`src/rtl/player_missile_ctrl.sv`:
```
`default_nettype none
// ============================================================================
//  Module      : player_missile_ctrl
//  Description : Single-missile launcher/tracker. Launches from the player
//                position on a fire edge, climbs once per frame, retires on a
//                hit or at the top of the screen, then waits a reload delay.
//  Revision    : 1.0  initial release
// ============================================================================
module player_missile_ctrl #(
    parameter int X_OFFSET        = 14,
    parameter int MISSILE_H       = 16,
    parameter int Y_SPEED         = 8,
    parameter int COOLDOWN_FRAMES = 8
) (
    input  logic        clk,
    input  logic        resetN,
    input  logic        startOfFrame,
    input  logic        fire,
    input  logic        playerDead,
    input  logic        missileHit,
    input  logic [10:0] playerX,
    input  logic [10:0] playerY,
    output logic [10:0] missileX,
    output logic [10:0] missileY,
    output logic        missileActive,
    output logic        shotFired
);

    localparam int          CNT_W         = (COOLDOWN_FRAMES > 0) ? $clog2(COOLDOWN_FRAMES + 1) : 1;
    localparam logic [CNT_W-1:0] C_CNT_LOAD = CNT_W'(COOLDOWN_FRAMES);
    localparam logic [10:0] C_X_OFFSET    = 11'(X_OFFSET);
    localparam logic [10:0] C_MISSILE_H   = 11'(MISSILE_H);
    localparam logic [10:0] C_Y_SPEED     = 11'(Y_SPEED);

    typedef enum logic [1:0] {
        ST_IDLE     = 2'd0,
        ST_FLYING   = 2'd1,
        ST_COOLDOWN = 2'd2
    } state_t;

    state_t           state_q, state_d;
    logic [10:0]      missile_x_q, missile_x_d;
    logic [10:0]      missile_y_q, missile_y_d;
    logic             active_q, active_d;
    logic             shot_q, shot_d;
    logic [CNT_W-1:0] cnt_q, cnt_d;
    logic             fire_prev_q, fire_prev_d;
    logic             req_pending_q, req_pending_d;
    logic             armed_q, armed_d;
    logic             fire_rise;

    // armed_q masks the first clock after reset so a key held through reset
    // release is not seen as a fresh press.
    assign fire_rise = fire & ~fire_prev_q & armed_q;

    always_ff @(posedge clk or negedge resetN) begin
        if (!resetN) begin
            state_q       <= ST_IDLE;
            missile_x_q   <= '0;
            missile_y_q   <= '0;
            active_q      <= 1'b0;
            shot_q        <= 1'b0;
            cnt_q         <= '0;
            fire_prev_q   <= 1'b0;
            req_pending_q <= 1'b0;
            armed_q       <= 1'b0;
        end else begin
            state_q       <= state_d;
            missile_x_q   <= missile_x_d;
            missile_y_q   <= missile_y_d;
            active_q      <= active_d;
            shot_q        <= shot_d;
            cnt_q         <= cnt_d;
            fire_prev_q   <= fire_prev_d;
            req_pending_q <= req_pending_d;
            armed_q       <= armed_d;
        end
    end

    always_comb begin
        state_d       = state_q;
        missile_x_d   = missile_x_q;
        missile_y_d   = missile_y_q;
        active_d      = active_q;
        shot_d        = 1'b0;
        cnt_d         = cnt_q;
        fire_prev_d   = fire;
        req_pending_d = req_pending_q;
        armed_d       = 1'b1;

        if (playerDead) begin
            state_d       = ST_IDLE;
            active_d      = 1'b0;
            req_pending_d = 1'b0;
            cnt_d         = '0;
        end else begin
            case (state_q)
                ST_IDLE: begin
                    if (startOfFrame && (req_pending_q || fire_rise)) begin
                        missile_x_d   = playerX + C_X_OFFSET;
                        missile_y_d   = (playerY < C_MISSILE_H) ? 11'd0 : playerY - C_MISSILE_H;
                        active_d      = 1'b1;
                        shot_d        = 1'b1;
                        req_pending_d = 1'b0;
                        state_d       = ST_FLYING;
                    end else if (fire_rise) begin
                        req_pending_d = 1'b1;
                    end
                end
                ST_FLYING: begin
                    // A hit in the same clock as a frame tick retires without moving.
                    if (missileHit || (startOfFrame && (missile_y_q < C_Y_SPEED))) begin
                        active_d = 1'b0;
                        if (COOLDOWN_FRAMES == 0) begin
                            state_d = ST_IDLE;
                            cnt_d   = '0;
                        end else begin
                            state_d = ST_COOLDOWN;
                            cnt_d   = C_CNT_LOAD;
                        end
                    end else if (startOfFrame) begin
                        missile_y_d = missile_y_q - C_Y_SPEED;
                    end
                end
                ST_COOLDOWN: begin
                    if (startOfFrame) begin
                        if (cnt_q <= CNT_W'(1)) begin
                            cnt_d   = '0;
                            state_d = ST_IDLE;
                        end else begin
                            cnt_d = cnt_q - CNT_W'(1);
                        end
                    end
                end
                default: begin
                    state_d  = ST_IDLE;
                    active_d = 1'b0;
                end
            endcase
        end
    end

    assign missileX      = missile_x_q;
    assign missileY      = missile_y_q;
    assign missileActive = active_q;
    assign shotFired     = shot_q;

endmodule
`default_nettype wire

```
`config.mk`:
```
export PLATFORM = sky130hd
export DESIGN_NAME = player_missile_ctrl
export DESIGN_NICKNAME = d
export VERILOG_FILES = /design/src/rtl/player_missile_ctrl.sv
export SDC_FILE = /design/constraint.sdc
export NUM_CORES = 1
export LEC_CHECK = 0
export CAP_MARGIN = 20
export CORE_MARGIN = 3
export CORE_UTILIZATION = 35
export DETAILED_ROUTE_END_ITERATION = 12
export GPL_TIMING_DRIVEN = 1
export PLACE_DENSITY_LB_ADDON = 0.08
export SLEW_MARGIN = 25
export SYNTH_ARGS = -nofsm -noshare
export SYNTH_HDL_FRONTEND = slang
export SYNTH_SLANG_ARGS = --single-unit
```
`constraint.sdc`:
```
create_clock -name clk -period 1.9 [get_ports clk]
set_input_delay 0.285 -clock clk [delete_from_list [all_inputs] [get_ports clk]]
set_output_delay 0.285 -clock clk [all_outputs]
set_load 0.05 [all_outputs]
```
==> metrics.yaml <==
dieArea_mm2: 0.006083
core_mm2: 0.004880
p_switching_mw: 1.156
crit_arrival_ns: 2.02
hold_violations: 0
synth_warnings: 0
cts-root-buf: "clkbuf_8"
synth.distinct_cells: 41
switching_share: 0.4167
grt_pass1_vias: 1707
irDropWorstVdd_mv: 0.5284
cts_tree: "built"
synth_edf_count: 0
seq_area_um2: 829.5
setup_viol: 0
seq_area_frac_synth: 0.4552
clk_pin_slew_ns: 0.07
cp.required_ns: 2.07
worstPathCellList: "or3_4, or4_4, nor2_2, o21ai_1, a211o_1"
powerDensity_mw_per_mm2: 1035
track_usage: 0.1593
wirelength_mm: 4.363
placed_cell_area_mm2: 0.002537
route.detailed.drc: 0
final_area_mm2: 0.002679
critPathKind: "reg -> reg"
multiInputGateArea_um2: 942.2
cpMaxStageDelayCell: "dfrtp_2"
clock_latency_ns: 0.28
drv_cap: 0
tightest_slew_ns: 0.5157
final_common_cell: "clkdlybuf4s50_1"
async_flop_share: 1.000
drive_gt1_frac: 0.1571
ant_nets: 0
hp-class: "in -> async"
cts_inserted_buffers: 5
n_fill_cell: 461
drv_slew: 0
timing.final.crit_share: 0.9728
max_freq_ghz: 0.5410
critPathMaxStageDelay_ns: 0.46
gr-total-overflow: 0
synthesis.instances: 205
final_cell_mix: "clkdlybuf4s50_1, nand2_1, dfrtp_1"
die_w_um: 78.00
comb_power_share: 0.451
finalClockSkew_ns: 0.002758
worst_setup_path_end_kind: "register"
cts.sinks: 33
start_kind: "register"
dr.pass1.iters: 4
grt_pass1_wl_mm: 7.672
viasPerCell: 4.844
avgSynthCellArea_um2: 8.850
clockBufferDepth: 2
n_antenna_cell: 0
num_vias: 1681
synth-main-ff-cell: "dfrtp_1"
dp_hpwl_mm: 3.310
syn_area_mm2: 0.001814
cts_hold_buf: 0
h-tree-depth: 2
initial_core_util: 0.3718
syn-num-nets: 238
std_cell_rows: 25
die_h_um: 78.00
io_buffer_count: 51
fin_crit_ns: 1.848
p_int_mw: 1.617
area_delta_synth_final_pct: 47.66
fin_nets: 313
fin_tns_setup_ns: 0
wl_per_cell_um: 12.57
p_leak_nw: 1.214
max_slew_margin: 0.6552
finalWeightedCongestion: 0.8046
pin_count: 52
crit_fanout: 5
status: "complete, no violations"
grt_start_max_net_pins: 34
clkPwrFrac: 0.194
drtIter0Drc: 79
power_frac_seq: 0.356
synth_seq_cells: 33
antenna_found_initial: 0
## cell type report
type	count	area share
Multi-Input combinational cell	153	0.3517
Sequential cell	33	0.3097
Timing Repair Buffer	74	0.2555
Clock inverter	1	0.002802
Inverter	13	0.01822
Tap cell	67	0.03129
Clock buffer	6	0.03083
## per-layer routing
layer,vias up,track usage,share of wire
li1,862,-,-
met1,783,0.1962,0.45
met2,32,0.2577,0.47
met3,4,0.06148,0.061
met4,0,0.04720,0.012
met5,-,0,0
## power groups by stage
stage	combinational [mW]	sequential, mW	clock [mW]
final	1.25	0.986	0.537
after global routing	1.33	1.02	0.595
after CTS	1.24	0.983	0.560
after detailed placement	1.23	0.993	0
after global placement	1.23	0.988	0
after floorplan	0.266	1.47	0
## per-stage QoR
step	utilization	cells	hold WS (ns)	total power [mW]	setup WS [ns]
finish	0.5490	347	0.3996	2.773	0.05172
global route	0.5490	347	0.4438	2.944	-0.001626
CTS	0.5400	344	0.4116	2.780	0.04983
detailed placement	0.5200	337	0.4717	2.226	-0.1114
global placement	0.5200	337	0.4611	2.220	-0.07809
floorplan	-	205	-0.01059	1.732	-0.01205
## synth_stat cells (2+ instances only)
cell type  count  area [um2]
dfrtp_1       33       825.8
nand2b_1       6       37.54
a21oi_1        9       45.04
mux2i_1        2       20.02
and3_1         2       12.51
nand3_1        6       30.03
buf_2          2       10.01
clkbuf_1       4       15.01
and3b_1        3       26.28
inv_1         13       48.80
o22ai_1        2       12.51
nor2_1        16       60.06
ha_1           5       62.56
o21ai_0       18       90.09
o32ai_1        2       17.52
a31oi_1        3       18.77
o31ai_1        7       52.55
xnor2_1        4       35.03
nand2_1       34       127.6
nor3_1         6       30.03
a22o_1         3       26.28
xor2_1         5       43.79
o21bai_1       2       15.01
## worst max-delay path: cells and delay by family (launching register included)
family,cells,cell delay (ns)
simple gates,3,0.92
compound gates,2,0.35
flops,1,0.46
## registers in the layout, summed over array words and instances, names as in the netlist
register	cells
missileX	11
missileY	11
cnt_q	4
state_q	2
armed_q	1
fire_prev_q	1
missileActive	1
req_pending_q	1
shotFired	1
## logic make-up (layout without fill, tap and decap cells)
group                      count (synthesis)  after routing  synth area share
adders and majority gates                  5              5           0.03448
muxes                                      3              3           0.01724
AOI/OAI and AO/OA                         54             54            0.1931
DFF                                       33             33            0.4552
xor gates and xnor gates                   9              9           0.04345
buffers and inverters                     19             94           0.04069
other                                      1              1          0.002067
and+or+nand+nor                           81             81            0.2138
## path summary, 6_finish.rpt
kind	depth (start not counted)	slack, ns	to	from
min in group clk	1	0.46	fire_prev_q	fire
max reg2reg	5	0.05	missileY[10]	missileY[5]
max	5	0.05	missileY[10]	missileY[5]
min reg2reg	2	0.48	missileX[4]	missileX[4]
min	2	0.40	cnt_q[1]	resetN
max in group asynchronous	2	1.17	missileY[3]	resetN
## timing repair
item	CTS	global route
gates resized for setup	1	7
pin swaps	0	1
setup buffers	0	3
endpoints found under the setup margin	3	6
No activity file was read; power rests on OpenSTA's default activity.
